==> src/rtl/r5fp_mul_seq_pkg.sv <==
// Shared types for the sequential R5FP multiplier: FSM states, operand classes
// and status-flag bit positions.
package r5fp_mul_seq_pkg;

    typedef enum logic [1:0] {
        IDLE,
        MUL,
        DONE
    } state_t;

    typedef enum logic [2:0] {
        NORM,
        ZERO,
        INF,
        QNAN,
        SNAN
    } op_class_t;

    localparam int ST_ZERO    = 0;
    localparam int ST_INF     = 1;
    localparam int ST_NAN     = 2;
    localparam int ST_INVALID = 3;
    localparam int STATUS_W   = 6;

    function automatic logic is_nan(input op_class_t c);
        return (c == QNAN) || (c == SNAN);
    endfunction

endpackage

==> src/rtl/r5fp_mul_seq_if.sv <==
// Operand/result handshake bundle between an initiator and r5fp_mul_seq.
interface r5fp_mul_seq_if #(
    parameter int EXP_W = 6,
    parameter int SIG_W = 6
);
    logic                      in_valid;
    logic                      in_ready;
    logic [EXP_W+SIG_W:0]      a;
    logic [EXP_W+SIG_W:0]      b;
    logic                      out_valid;
    logic                      out_ready;
    logic                      zSign;
    logic signed [EXP_W+1:0]   zExp;
    logic [2*SIG_W+2:0]        zSig;
    logic [5:0]                zStatus;
    logic                      busy;

    modport master (
        output in_valid, a, b, out_ready,
        input  in_ready, out_valid, zSign, zExp, zSig, zStatus, busy
    );

    modport slave (
        input  in_valid, a, b, out_ready,
        output in_ready, out_valid, zSign, zExp, zSig, zStatus, busy
    );
endinterface

==> src/rtl/r5fp_mul_seq_classify.sv <==
// Combinational classifier for one operand in the R5FP extended-exponent format.
module r5fp_mul_seq_classify
    import r5fp_mul_seq_pkg::*;
#(
    parameter int EXP_W = 6,
    parameter int SIG_W = 6
) (
    input  logic [EXP_W-1:0] i_exp,
    input  logic [SIG_W-1:0] i_frac,
    output op_class_t        o_cls
);

    always_comb begin
        o_cls = NORM;
        if (&i_exp) begin
            if (i_frac == '0)
                o_cls = INF;
            else if (i_frac[SIG_W-1])
                o_cls = QNAN;
            else
                o_cls = SNAN;
        end else if ((i_exp == '0) && (i_frac == '0)) begin
            o_cls = ZERO;
        end
    end

endmodule

==> src/rtl/r5fp_mul_seq.sv <==
// Iterative shift-add R5FP multiplier producing an unrounded result for postproc.
// Build option R5FP_MUL_SEQ_RADIX4_EN retires two multiplier bits per cycle.
module r5fp_mul_seq
    import r5fp_mul_seq_pkg::*;
#(
    parameter int EXP_W = 6,
    parameter int SIG_W = 6
) (
    input  logic            clk,
    input  logic            reset,
    r5fp_mul_seq_if.slave   bus
);

    localparam int N      = SIG_W + 1;
`ifdef R5FP_MUL_SEQ_RADIX4_EN
    localparam int R      = 2;
`else
    localparam int R      = 1;
`endif
    localparam int ITER    = (N + R - 1) / R;
    localparam int RS      = R * ITER;
    localparam int L       = RS + N;
    localparam int CW      = (ITER > 1) ? $clog2(ITER) : 1;
    localparam int ITER_M1 = ITER - 1;
    localparam int OP_W    = EXP_W + SIG_W + 1;
    localparam int BIAS_I  = (1 << (EXP_W - 1)) - 1;
    localparam logic signed [EXP_W+1:0] BIAS = BIAS_I[EXP_W+1:0];

    logic               w_a_sign, w_b_sign;
    logic [EXP_W-1:0]   w_a_exp, w_b_exp;
    logic [SIG_W-1:0]   w_a_frac, w_b_frac;
    op_class_t          w_a_cls, w_b_cls;

    assign w_a_sign = bus.a[OP_W-1];
    assign w_b_sign = bus.b[OP_W-1];
    assign w_a_exp  = bus.a[OP_W-2 -: EXP_W];
    assign w_b_exp  = bus.b[OP_W-2 -: EXP_W];
    assign w_a_frac = bus.a[SIG_W-1:0];
    assign w_b_frac = bus.b[SIG_W-1:0];

    r5fp_mul_seq_classify #(.EXP_W(EXP_W), .SIG_W(SIG_W)) u_cls_a (
        .i_exp  (w_a_exp),
        .i_frac (w_a_frac),
        .o_cls  (w_a_cls)
    );

    r5fp_mul_seq_classify #(.EXP_W(EXP_W), .SIG_W(SIG_W)) u_cls_b (
        .i_exp  (w_b_exp),
        .i_frac (w_b_frac),
        .o_cls  (w_b_cls)
    );

    // Special-operand resolution, NaN first, then Inf*0, Inf, Zero
    logic                w_special;
    logic [STATUS_W-1:0] w_status;

    always_comb begin
        w_special = 1'b1;
        w_status  = '0;
        if (is_nan(w_a_cls) || is_nan(w_b_cls)) begin
            w_status[ST_NAN]     = 1'b1;
            w_status[ST_INVALID] = (w_a_cls == SNAN) || (w_b_cls == SNAN);
        end else if (((w_a_cls == INF) && (w_b_cls == ZERO)) ||
                     ((w_a_cls == ZERO) && (w_b_cls == INF))) begin
            w_status[ST_NAN]     = 1'b1;
            w_status[ST_INVALID] = 1'b1;
        end else if ((w_a_cls == INF) || (w_b_cls == INF)) begin
            w_status[ST_INF] = 1'b1;
        end else if ((w_a_cls == ZERO) || (w_b_cls == ZERO)) begin
            w_status[ST_ZERO] = 1'b1;
        end else begin
            w_special = 1'b0;
        end
    end

    logic signed [EXP_W+1:0] w_exp_sum;
    assign w_exp_sum = $signed({2'b00, w_a_exp}) + $signed({2'b00, w_b_exp}) - BIAS;

    state_t                  r_state;
    logic                    r_in_ready;
    logic                    r_out_valid;
    logic                    r_busy;
    logic                    r_zsign;
    logic signed [EXP_W+1:0] r_zexp;
    logic [2*SIG_W+2:0]      r_zsig;
    logic [STATUS_W-1:0]     r_zstatus;
    logic [N-1:0]            r_a;
    logic [L-1:0]            r_acc;
    logic [RS-1:0]           r_mplr;
    logic [CW-1:0]           r_cnt;
`ifdef R5FP_MUL_SEQ_RADIX4_EN
    logic [N+1:0]            r_a3;
`endif

    // The high N bits of acc receive the addend; acc then shifts right by R
    logic [N+R-1:0] w_addend;
    logic [N+R-1:0] w_step_sum;
    logic [L-1:0]   w_acc_next;

    always_comb begin
        w_addend = '0;
`ifdef R5FP_MUL_SEQ_RADIX4_EN
        case (r_mplr[1:0])
            2'd1:    w_addend = {2'b00, r_a};
            2'd2:    w_addend = {1'b0, r_a, 1'b0};
            2'd3:    w_addend = r_a3;
            default: w_addend = '0;
        endcase
`else
        if (r_mplr[0])
            w_addend = {1'b0, r_a};
`endif
        w_step_sum = {{R{1'b0}}, r_acc[L-1:RS]} + w_addend;
        w_acc_next = {w_step_sum, r_acc[RS-1:R]};
    end

    always_ff @(posedge clk) begin
        if (reset) begin
            r_state     <= IDLE;
            r_in_ready  <= 1'b1;
            r_out_valid <= 1'b0;
            r_busy      <= 1'b0;
            r_zsign     <= 1'b0;
            r_zexp      <= '0;
            r_zsig      <= '0;
            r_zstatus   <= '0;
        end else begin
            case (r_state)
                IDLE: begin
                    if (bus.in_valid) begin
                        r_in_ready <= 1'b0;
                        r_busy     <= 1'b1;
                        r_zsign    <= w_a_sign ^ w_b_sign;
                        r_a        <= {1'b1, w_a_frac};
                        r_acc      <= '0;
                        r_mplr     <= '0;
                        r_mplr[N-1:0] <= {1'b1, w_b_frac};
                        r_cnt      <= ITER_M1[CW-1:0];
`ifdef R5FP_MUL_SEQ_RADIX4_EN
                        r_a3       <= {2'b00, 1'b1, w_a_frac} + {1'b0, 1'b1, w_a_frac, 1'b0};
`endif
                        if (w_special) begin
                            r_zexp      <= '0;
                            r_zsig      <= '0;
                            r_zstatus   <= w_status;
                            r_out_valid <= 1'b1;
                            r_state     <= DONE;
                        end else begin
                            r_zexp    <= w_exp_sum;
                            r_zstatus <= '0;
                            r_state   <= MUL;
                        end
                    end
                end
                MUL: begin
                    r_acc  <= w_acc_next;
                    r_mplr <= r_mplr >> R;
                    if (r_cnt == '0) begin
                        r_zsig      <= {w_acc_next[2*N-1:0], 1'b0};
                        r_out_valid <= 1'b1;
                        r_state     <= DONE;
                    end else begin
                        r_cnt <= r_cnt - CW'(1);
                    end
                end
                DONE: begin
                    if (bus.out_ready) begin
                        r_out_valid <= 1'b0;
                        r_in_ready  <= 1'b1;
                        r_busy      <= 1'b0;
                        r_state     <= IDLE;
                    end
                end
                default: r_state <= IDLE;
            endcase
        end
    end

    assign bus.in_ready  = r_in_ready;
    assign bus.out_valid = r_out_valid;
    assign bus.busy      = r_busy;
    assign bus.zSign     = r_zsign;
    assign bus.zExp      = r_zexp;
    assign bus.zSig      = r_zsig;
    assign bus.zStatus   = r_zstatus;

endmodule
==> src/flat_wrapper.sv <==
// flat-port wrapper written by rule: the top's interface ports become plain ports
module r5fp_mul_seq_flat import r5fp_mul_seq_pkg::*;
#(
    parameter int EXP_W = 6,
    parameter int SIG_W = 6
)
  (clk, reset, bus_in_valid, bus_a, bus_b, bus_out_ready, bus_in_ready, bus_out_valid, bus_zSign, bus_zExp, bus_zSig, bus_zStatus, bus_busy);
  r5fp_mul_seq_if #(.EXP_W(EXP_W), .SIG_W(SIG_W)) bus_i ();
  input  logic clk;
  input  logic reset;
  input wire logic [$bits(bus_i.in_valid)-1:0] bus_in_valid;
  input wire logic [$bits(bus_i.a)-1:0] bus_a;
  input wire logic [$bits(bus_i.b)-1:0] bus_b;
  input wire logic [$bits(bus_i.out_ready)-1:0] bus_out_ready;
  output wire logic [$bits(bus_i.in_ready)-1:0] bus_in_ready;
  output wire logic [$bits(bus_i.out_valid)-1:0] bus_out_valid;
  output wire logic [$bits(bus_i.zSign)-1:0] bus_zSign;
  output wire logic [$bits(bus_i.zExp)-1:0] bus_zExp;
  output wire logic [$bits(bus_i.zSig)-1:0] bus_zSig;
  output wire logic [$bits(bus_i.zStatus)-1:0] bus_zStatus;
  output wire logic [$bits(bus_i.busy)-1:0] bus_busy;
  assign bus_i.in_valid = bus_in_valid;
  assign bus_i.a = bus_a;
  assign bus_i.b = bus_b;
  assign bus_i.out_ready = bus_out_ready;
  assign bus_in_ready = bus_i.in_ready;
  assign bus_out_valid = bus_i.out_valid;
  assign bus_zSign = bus_i.zSign;
  assign bus_zExp = bus_i.zExp;
  assign bus_zSig = bus_i.zSig;
  assign bus_zStatus = bus_i.zStatus;
  assign bus_busy = bus_i.busy;
  r5fp_mul_seq #(.EXP_W(EXP_W), .SIG_W(SIG_W)) u_core (.clk(clk), .reset(reset), .bus(bus_i));
endmodule
==> config.mk <==
export PLATFORM = sky130hd
export DESIGN_NAME = r5fp_mul_seq_flat
export DESIGN_NICKNAME = d
export VERILOG_FILES = /design/src/rtl/r5fp_mul_seq_pkg.sv /design/src/rtl/r5fp_mul_seq_if.sv /design/src/rtl/r5fp_mul_seq_classify.sv /design/src/rtl/r5fp_mul_seq.sv /design/src/flat_wrapper.sv
export SDC_FILE = /design/constraint.sdc
export NUM_CORES = 1
export LEC_CHECK = 0
export ABC_AREA = 1
export CAP_MARGIN = 20
export CORE_ASPECT_RATIO = 1.4
export CORE_MARGIN = 3
export CORE_UTILIZATION = 31
export DETAILED_ROUTE_END_ITERATION = 10
export SLEW_MARGIN = 20
export SYNTH_ARGS = -nofsm -noshare
export SYNTH_HDL_FRONTEND = slang
export SYNTH_HIERARCHICAL = 1
export SYNTH_SLANG_ARGS = --single-unit
==> constraint.sdc <==
create_clock -name clk -period 3.6 [get_ports clk]
set_input_delay 0.72 -clock clk [delete_from_list [all_inputs] [get_ports clk]]
set_output_delay 0.72 -clock clk [all_outputs]
set_load 0.02 [all_outputs]
Word-level counts from Yosys, hierarchy flattened. Cells that the tools add are included.

Logic and storage cells: 110. Bits in registers: 65.

Equality and inequality tests: 15. $add $sub $neg: 4. Reduce and logical (&&, ||, !) cells: 30. Bitwise operators: 2. Mux-type cells: 47.

Operators with widths (count): 15-bit 2-to-1 mux (3); 15-bit one-hot mux with 2 select lines (1); 14-bit one-hot mux with 2 select lines (1); 6-bit zero test (4); 3-bit 2-to-1 mux (8); 2-bit 2-to-1 mux (8); 1-bit 2-to-1 mux (15); 14-bit 2-to-1 mux (1); 7-bit 2-to-1 mux (2); 7-bit one-hot mux with 2 select lines (1); 3-bit by 2-bit == test with 1-bit output (second input constant) (4); 3-bit AND reduction (4); 6-bit AND reduction (2); 7-bit by 7-bit adder with 8-bit output (1); 8-bit 2-to-1 mux (1); 4-bit AND reduction (2); 8-bit by 6-bit subtractor with 8-bit output (second input constant) (1); 6-bit by 6-bit adder with 7-bit output (1); 1-bit logical OR (7); 3-bit by 1-bit == test with 1-bit output (second input constant) (2); 3-bit == test (second input constant) (2); 2-bit inequality test (second input constant) (3); 2-bit one-hot mux with 3 select lines (1); 3-bit one-hot mux with 2 select lines (1); other kinds (16) (22).

Depth between registers and ports, before layout. Gate-level depths: netlist (run 1).

Depth after elaboration: 13. Mapped depth: 15. Gate-level depth less buffers: 14.

Hierarchy. The synthesis (run 1) kept the hierarchy.

By module, submodules not included: r5fp_mul_seq (cells each 400, times used 1, area an instance 3229.3 um^2); r5fp_mul_seq_classify (cells each 26, times used 2, area an instance 106.4 um^2).

Worst setup path after synthesis (run 1). No wires, ideal clock.

Kind: input port to flip-flop. Start point: input port bus_a[7]. End point: register u_core.r_zexp[5], in the netlist u_core/bus.zExp[5]. Arrival: 2139 ps. Setup slack: 1333 ps. Path buffers: 0. Cell stages on the path: 9. Data required time: 3472 ps. Path through: ha_1 -> ha_1 -> inv_1 -> fa_1 -> o21ai_0 -> xnor2_1 -> nor2_1 -> nor2_1 -> nor2_1.

Cells in the longest elaborated chain, start to end: 11. Elaborated cells on any way between the ends: 23. Classes of those cells: add/sub: 2; eq/ne: 4; mux: 7; reduce/logical: 10.

RTL lines: from (decl) (line flat_wrapper.sv:12) `input wire logic [$bits(bus_i.a)-1:0] bus_a;`; branches (longest 10 deep; another with 8-bit by 6-bit subtractor with 8-bit output); 8-bit 2-to-1 mux (*) (line r5fp_mul_seq.sv:142) `if (w_special) begin`; to (signal assigned) (line r5fp_mul_seq.sv:149) `r_zexp <= w_exp_sum;`; to (decl) (line r5fp_mul_seq.sv:84) `logic signed [EXP_W+1:0] r_zexp;`.

Mark *: on every way between the ends. A chain may end at the register's enable or synchronous reset.

Worst setup path after layout (run 1).
Start point: input port bus_a[6]. End point: register u_core.r_zexp[5], in the netlist u_core/bus.zExp[5].

Same word-level chain as after synthesis.

==> metrics, run 1 <==
synth unique cells 35; Total GRT Usage 14.3%; FFs w/ async S/R, synth 0%; Mapped Cells 452; Hold Fails Final Rpt 0; GP Congestion 0.817; critical path data arrival time 2800 ps; unrepaired setup endpoints after global routing no; WHS 466 ps; register area 1510 um2; sequential area share after synthesis 43.9%; FMAX 384 MHz; Seq pwr share 33.2%; Root Buffer clkbuf_16; Hold Path Class register to register; setup TNS 0 ps; yosys synthesis warning count 6; status finished, final reports clean; row count 44; P_sw 1.14 mW; Detailed Routing Iterations Pass 1 4; clock skew 8.18 ps; Design Area, Final 4470 um2; synthesis-stage register bit count 61; area grow syn2layout 29.8%; clock share of power 27.2%; period utilization 72.4%; Startpoint Class primary input; Worst setup EP type register; ys flop type dfxtp_1; leakage 2.09 nW; DR vias/cell 4.58; H-tree level count 3; Resize count post-CTS 0; DIE AREA 12400 um2; Residual DRC 0; clk slew on worst S/H paths 60 ps; Slowest-stage cell, CP clkdlybuf4s50_1; worst-path cell chain clkdlybuf4s50_1, inv_1, ha_1, inv_1, ha_1, inv_1, fa_1, o21ai_0, xnor2_1, nor2_1, nor2_1, nor2_1; starting density of the core 32.4%; min Tclk post-route 2610 ps; kind of critical path primary input to register; Slew Viols, Final 0; die width 95.1 um; power density cells 682 nW/um2; wire per inst 12.1 um; 1st-iter DRT viols 192; Post-synth EDFFs 29; CTS tree built; syn avg cell area 7.62 um2; clock buffer depth 2; CP max stage delay 490 ps; Worst Tran Pin Value 613 ps; CTS buffer count 9; critical path fanouts, max 3; max_slew headroom 59.1%; Filler Cell Count 1048; Nets 571; insertion delay to the later sink of the worst-skew pair 330 ps; Core Area 10600 um2; hpwl dp 6240 um; Net Sw Frac 37.3%; Multi-input gate area 1600 um2; via count 3021; hold buffer count at CTS 0; diodes inserted 0; share of cells above drive strength 1 5.76%; required time worst endpoint 3800 ps; initial antenna violation count 0; first-pass GRT wire length 13700 um; largest net degree at the start of global routing 22; I/O pins 63; clock tree sinks 61; IO Port Bufs 59; Congestion Overflow GR 0; final wirelength 7980 um; Syn Std Cell Area 3440 um2; Final Setup Violations 0; max_cap viols 0; vias in the first global route 3059; Placed Area 4180 um2; Post-CTS Setup Inserts 0; P_int 1.91 mW; Final Total Pwr 3.05 mW; peak supply drop 0.000409 V; Comb pwr share 39.6%; ANT nets after route 0; post-layout util 42.1%; Die Ht 131 um
## power groups by stage
stage / clock, mW / sequential (mW) / combinational [mW]
after floorplan: 0 / 1.13 / 0.686
after global placement: 0 / 1.02 / 1.20
after detailed placement: 0 / 1.03 / 1.22
after CTS: 0.846 / 1.02 / 1.22
after global routing: 0.886 / 1.03 / 1.35
final: 0.829 / 1.01 / 1.21
## kinds of logic (layout without fill, tap and decap cells)
family | count (synthesis) | count (layout) | share of synthesized area, %
adder cells (fa/ha/maj) | 25 | 25 | 9.52
flip-flops | 61 | 61 | 43.9
XOR/XNOR | 5 | 5 | 1.27
AO/OA/AOI/OAI | 41 | 41 | 6.98
other | 1 | 3 | 0.109
AND/OR/NAND/NOR | 235 | 235 | 28.2
buffers and inverters | 84 | 151 | 9.96
## area by class of cell
| type | instances | share of cell area [%] |
|---|---|---|
| clock buffers | 11 | 5.66 |
| clock inverters | 5 | 0.896 |
| inverters | 72 | 6.16 |
| multi-input cells | 309 | 35.7 |
| flip-flops and latches | 61 | 33.8 |
| well taps | 138 | 3.86 |
| repair buffers | 63 | 13.9 |
## cell usage after synthesis (2+ instances only)
library cell	n	area share, %
a21oi_1	20	2.9
a21oi_2	2	0.51
buf_2	3	0.44
buf_4	3	0.65
clkbuf_1	5	0.55
dfxtp_1	32	19
edfxtp_1	29	25
fa_1	2	1.2
ha_1	23	8.4
inv_1	70	7.6
nand2_1	118	13
nand2_2	2	0.36
nand3_1	32	4.7
nand3b_1	2	0.44
nand4_1	6	1.1
nor2_1	67	7.3
nor2_2	2	0.36
nor3_1	2	0.29
o21a_1	3	0.65
o21ai_0	8	1.2
o22ai_1	2	0.36
or2_0	2	0.36
xnor2_1	5	1.3
## path summary, 6_finish.rpt
path / from / end / slack (ps) / cells past startpoint
worst max-delay path: bus_a[6] / u_core/bus.zExp[5] / 990 / 12
worst min-delay path: u_core/bus.zExp[1] / u_core/bus.zExp[1] / 470 / 2
worst max register to register: u_core/r_mplr[0] / u_core/bus.zSig[11] / 1480 / 12
worst min register to register: u_core/bus.zExp[1] / u_core/bus.zExp[1] / 470 / 2
## critical path, delay by kind of cell
family,cells,cell delay [ps]
and+or+nand+nor,3,210
adders and majority gates,3,750
buffers and inverters,4,650
AOI/OAI and AO/OA,1,300
xor gates and xnor gates,1,160
## state kept, by name, summed over array words and instances (netlist names)
signal / flops
u_core/r_cnt: 3
u_core/r_acc: 13
u_core/bus.out_valid: 1
u_core/r_mplr: 7
u_core/r_state: 2
u_core/bus.zSign: 1
u_core/bus.zStatus: 4
u_core/r_a: 6
u_core/bus.zSig: 14
u_core/bus.in_ready: 1
u_core/bus.busy: 1
u_core/bus.zExp: 8
## per-stage QoR
stage	setup slack, ps	instances
6_report	994	659
2_1_floorplan	1330	454
3_5_place_dp	652	643
5_1_grt	685	659
3_3_place_gp	686	643
4_1_cts	992	659
## cell usage in the layout (no fill, tap or decap), types with 2 or more instances in the layout
master / Yosys / final
o21ai_0: 8 / 8
a21oi_2: 2 / 2
fa_1: 2 / 2
nand4_1: 6 / 6
conb_1: 1 / 3
dfxtp_1: 32 / 32
nor3_1: 2 / 2
clkbuf_8: 0 / 2
inv_1: 70 / 70
inv_6: 0 / 3
clkbuf_16: 0 / 9
nor2_1: 67 / 67
nand3_1: 32 / 32
xnor2_1: 5 / 5
nand2_1: 118 / 118
buf_4: 3 / 4
or2_0: 2 / 2
ha_1: 23 / 23
a21oi_1: 20 / 20
o22ai_1: 2 / 2
nand3b_1: 2 / 2
clkdlybuf4s50_1: 0 / 59
clkinv_4: 1 / 2
nor2_2: 2 / 2
o21a_1: 3 / 3
nand2_2: 2 / 2
edfxtp_1: 29 / 29
## routing by layer
layer  vias up  track usage, %  share of wire [%]
met3        19            3.67                4.5
met1      1376            15.0                 40
met5         -               0                  0
met2        60            26.0                 52
met4         0            7.48                3.2
li1       1566               -                  -
Note: power is estimated with default switching activity, not from simulation.
==> inputs of run 2 (changes only) <==
==> constraint.sdc (replaced) <==
create_clock -name clk -period 2.1 [get_ports clk]
set_input_delay 0.42 -clock clk [delete_from_list [all_inputs] [get_ports clk]]
set_output_delay 0.42 -clock clk [all_outputs]
set_load 0.02 [all_outputs]
==> metrics, run 2 (synthesis gave the netlist of run 1 again) <==
max reg flops 14; DR vias/cell 4.67; Worst Tran Pin Value 576 ps; Slew Viols, Final 0; GP Congestion 0.777; Total GRT Usage 14.8%; insertion delay to the later sink of the worst-skew pair 330 ps; Root Buffer clkbuf_16; Placed Area 4450 um2; CTS buffer count 9; FMAX 506 MHz; hpwl dp 6570 um; largest net degree at the start of global routing 21; clock tree sinks 61; 1st-iter DRT viols 151; required time worst endpoint 2330 ps; final setup margin 126 ps; leakage 2.56 nW; Place WS -474 ps; Worst setup EP type register; min Tclk post-route 1970 ps; final wirelength 9010 um; clock skew 3.39 ps; CTS tree built; clock buffer depth 2; Reg2Reg Depth 12; via count 3267; hold endpoint u_core/r_a[2]; die width 95.1 um; Design Area, Final 5090 um2; DIE AREA 12400 um2; WHS Path Cells 1; critical path data arrival time 2200 ps; critical path fanouts, max 4; reg-to-reg critical path endpoint u_core/bus.zSig[14]; vias in the first global route 3245; Detailed Routing Iterations Pass 1 4; Filler Cell Count 979; max_cap viols 0; diodes inserted 0; IO Port Bufs 59; first-pass GRT wire length 14200 um; initial antenna violation count 0; H-tree level count 3; worst r2r src u_core/r_mplr[0]; power density cells 1110 nW/um2; Final Setup Violations 0; max_slew headroom 61.4%; commonest cells after routing, fill and taps aside 112 x nand2_1, 65 x inv_1, 56 x nor2_1; row count 44; Startpoint Class register; clk slew on worst S/H paths 50 ps; starting density of the core 32.4%; Residual DRC 0; share of cells above drive strength 1 19.6%; peak supply drop 0.000608 V; status finished, final reports clean; period utilization 94.0%; wire per inst 12.9 um; unrepaired setup endpoints after global routing no; Die Ht 131 um; Hold Path Class primary input to register; I/O pins 63; post-layout util 47.9%; commonest non-fill, non-tap cell in the layout nand2_1; Hold Fails Final Rpt 0; ANT nets after route 0; min-delay src bus_a[2]; area grow syn2layout 48.0%; Congestion Overflow GR 0; kind of critical path register to register; Core Area 10600 um2; Worst R2R Setup Slack 130 ps; Nets 612
run 2: cell type report:
cell class | instances | area (um2) | share of cell area [%]
Sequential cell | 61 | 1510 | 29.7
Multi-Input combinational cell | 309 | 1780 | 35.0
Inverter | 72 | 275 | 5.40
Clock inverter | 5 | 57.6 | 1.13
Clock buffer | 11 | 254 | 4.99
Timing Repair Buffer | 104 | 1040 | 20.4
Tap cell | 138 | 173 | 3.39
run 2: worst max-delay path by stage:
stage	start	endpoint	slack (ps)	depth (start not counted)
floorplan	u_core/r_state[0]	u_core/r_acc[10]	0.8	6
global placement	bus_a[8]	u_core/bus.zExp[5]	-450	10
detailed placement	bus_a[9]	u_core/bus.zExp[7]	-470	13
CTS	bus_b[7]	u_core/bus.zSig[13]	3	14
global route	u_core/r_mplr[0]	u_core/bus.zSig[11]	0.07	14
finish	u_core/r_mplr[0]	u_core/bus.zSig[14]	130	12
run 2: power by group:
| group | internal [mW] | leakage, nW | switching, mW |
|---|---|---|---|
| logic | 1.02 | 1.87 | 1.38 |
| registers | 1.60 | 0.531 | 0.129 |
| clock network | 0.990 | 0.155 | 0.535 |
| total | 3.61 | 2.56 | 2.04 |
run 2: per-stage QoR:
step,hold slack [ps],instances,total power [mW],TNS [ps]
final,334,700,5.66,0
after detailed placement,459,676,3.98,-10970
after global placement,455,676,3.93,-8820
after CTS,464,696,5.57,0
after global routing,328,700,6.04,0
after floorplan,489,454,3.11,0
run 2: routing by layer:
metal	up-vias	routed length [um]	global-route usage [%]	part of all wire (%)
met2	78	4810	27.4	53
met4	0	274	7.48	3.0
li1	1638	-	-	-
met1	1533	3510	15.2	39
met5	-	0	0	0
met3	18	418	4.01	4.6
run 2: worst max-delay path, stage by stage, from the launching register on:
cell      delay, ps
edfxtp_1        420
buf_4           160
buf_4           120
nand2_1          40
inv_1            40
ha_1            330
or2_4           280
nand3_1          90
nand2_1          50
nand2_1         120
nand3_1          90
nand2_1          70
nor2_1           40
run 2: repair_timing:
item | CTS | global route
hold buffers | 0 | 0
resized for setup | 15 | 65
pin swaps | 5 | 22
setup buffers | 4 | 3
endpoints found under the setup margin | 20 | 29
cloned | 0 | 1
==> inputs of run 3 (changes only) <==
--- a/config.mk
+++ b/config.mk
@@ -11,6 +11,8 @@
 export CORE_MARGIN = 3
 export CORE_UTILIZATION = 31
 export DETAILED_ROUTE_END_ITERATION = 10
+export PLACE_DENSITY_LB_ADDON = 0.3
+export REMOVE_ABC_BUFFERS = 1
 export SLEW_MARGIN = 20
 export SYNTH_ARGS = -nofsm -noshare
 export SYNTH_HDL_FRONTEND = slang
==> metrics, run 3 (synthesis gave the netlist of run 1 again) <==
CTS buffer count 9; cell family with most CP delay simple AND/OR/NAND/NOR gates; Startpoint Class register; Place WS -454 ps; critical path fanouts, max 5; commonest non-fill, non-tap cell in the layout nand2_1; Placed Area 4460 um2; Worst Tran Pin Value 503 ps; ANT nets after route 0; crit path buf inv count 3; kind of critical path register to register; 1st-iter DRT viols 95; status finished, final reports clean; Hold Fails Final Rpt 0; max_cap viols 0; Design Area, Final 5000 um2; Final Setup Violations 0; Nets 610; peak supply drop 0.000442 V; met1 GRT Util 14.8%; Hold Path Class primary input to register; Congestion Overflow GR 0; starting density of the core 32.4%; min Tclk post-route 1960 ps; wire per inst 12.1 um; Residual DRC 0; CP startpoint u_core/r_mplr[0]; cell repeated most along the worst path nand2_1; DR vias/cell 4.57; clk slew on worst S/H paths 50 ps; clock tree sinks 61; max_slew headroom 66.3%; diodes inserted 0; Total GRT Usage 14.2%; I/O pins 63; power density cells 1060 nW/um2; area grow syn2layout 45.2%; H-tree level count 3; required time worst endpoint 2320 ps; period utilization 93.3%; first-pass GRT wire length 13800 um; share of cells above drive strength 1 18.2%; clock buffer depth 2; Die Ht 131 um; GR met2 Demand/Resource 26.1%; min-delay src bus_a[2]; Detailed Routing Iterations Pass 1 4; worst r2r src u_core/r_mplr[0]; via count 3188; clock skew 5.73 ps; Root Buffer clkbuf_16; Slowest-stage cell, CP fa_1; largest net degree at the start of global routing 21; Slew Viols, Final 0; die width 95.1 um; commonest cells after routing, fill and taps aside 111 x nand2_1, 66 x inv_1, 56 x nor2_1; critical path data arrival time 2180 ps; worst-path cell chain buf_4, nand2_1, inv_1, fa_1, nand2_1, inv_1, a21oi_2, nand2_1, nand3_1, nand3_1, nand2_1, nor2_1; insertion delay to the later sink of the worst-skew pair 320 ps; IO Port Bufs 59; FMAX 510 MHz; initial antenna violation count 0; GRT busiest layer met2; unrepaired setup endpoints after global routing no; DIE AREA 12400 um2; final wirelength 8430 um; CP max stage delay 450 ps; hpwl dp 6470 um; met3 Track Usage GR 3.15%; final setup margin 140 ps; Worst R2R Setup Slack 140 ps; max reg flops 14; leakage 2.51 nW; GP Congestion 0.901; vias in the first global route 3227; row count 44; CTS tree built; Worst setup EP type register; Core Area 10600 um2
run 3: layer usage:
metal	vias up	routed length [um]
met1	1463	3410
li1	1641	-
met3	20	299
met4	0	282
met5	-	0
met2	64	4440
run 3: worst paths after layout:
check,end,depth (start not counted)
max,u_core/bus.zSig[11],12
max reg2reg,u_core/bus.zSig[11],12
min,u_core/r_a[2],1
min reg2reg,u_core/bus.zStatus[2],2
run 3: timing repair:
| action | in CTS | in global routing |
|---|---|---|
| hold buffers | 0 | 0 |
| resized for setup | 11 | 63 |
| setup endpoints to repair | 23 | 29 |
| pin swaps | 1 | 22 |
| buffers inserted | 0 | 5 |
run 3: worst register-to-register path, cell delays in order, from the launching register on:
cell and delay [ps]:
edfxtp_1 410, buf_4 170, nand2_1 60, inv_1 80, fa_1 450, nand2_1 80, inv_1 50, a21oi_2 150
nand2_1 70, nand3_1 120, nand3_1 90, nand2_1 70, nor2_1 40
run 3: final cells by class:
| type | count | area (um2) |
|---|---|---|
| multi-input combinational | 309 | 1770 |
| fill | 1008 | 5630 |
| tap | 138 | 173 |
| inverter | 72 | 275 |
| clock buffer | 10 | 229 |
| timing repair buffer | 102 | 1010 |
| clock inverter | 6 | 38.8 |
| sequential | 61 | 1510 |
run 3: through the flow:
| stage | cells | total power, mW | util [%] | hold WS, ps | TNS (ps) |
|---|---|---|---|---|---|
| 6_report | 698 | 5.28 | 47.0 | 334 | 0 |
| 5_1_grt | 698 | 5.68 | 47.0 | 328 | 0 |
| 4_1_cts | 693 | 5.28 | 44.7 | 470 | 0 |
| 3_5_place_dp | 677 | 3.94 | 41.9 | 462 | -10400 |
| 3_3_place_gp | 677 | 3.90 | 41.9 | 456 | -8610 |
| 2_1_floorplan | 442 | 3.05 | - | 489 | -4480 |
run 3: power by group:
| part | total (mW) | switching (mW) | leakage, nW | internal [mW] |
|---|---|---|---|---|
| Sequential | 1.72 | 0.126 | 0.531 | 1.60 |
| Combinational | 2.25 | 1.31 | 1.85 | 0.939 |
| Clock | 1.30 | 0.507 | 0.130 | 0.794 |
| Total | 5.28 | 1.94 | 2.51 | 3.33 |
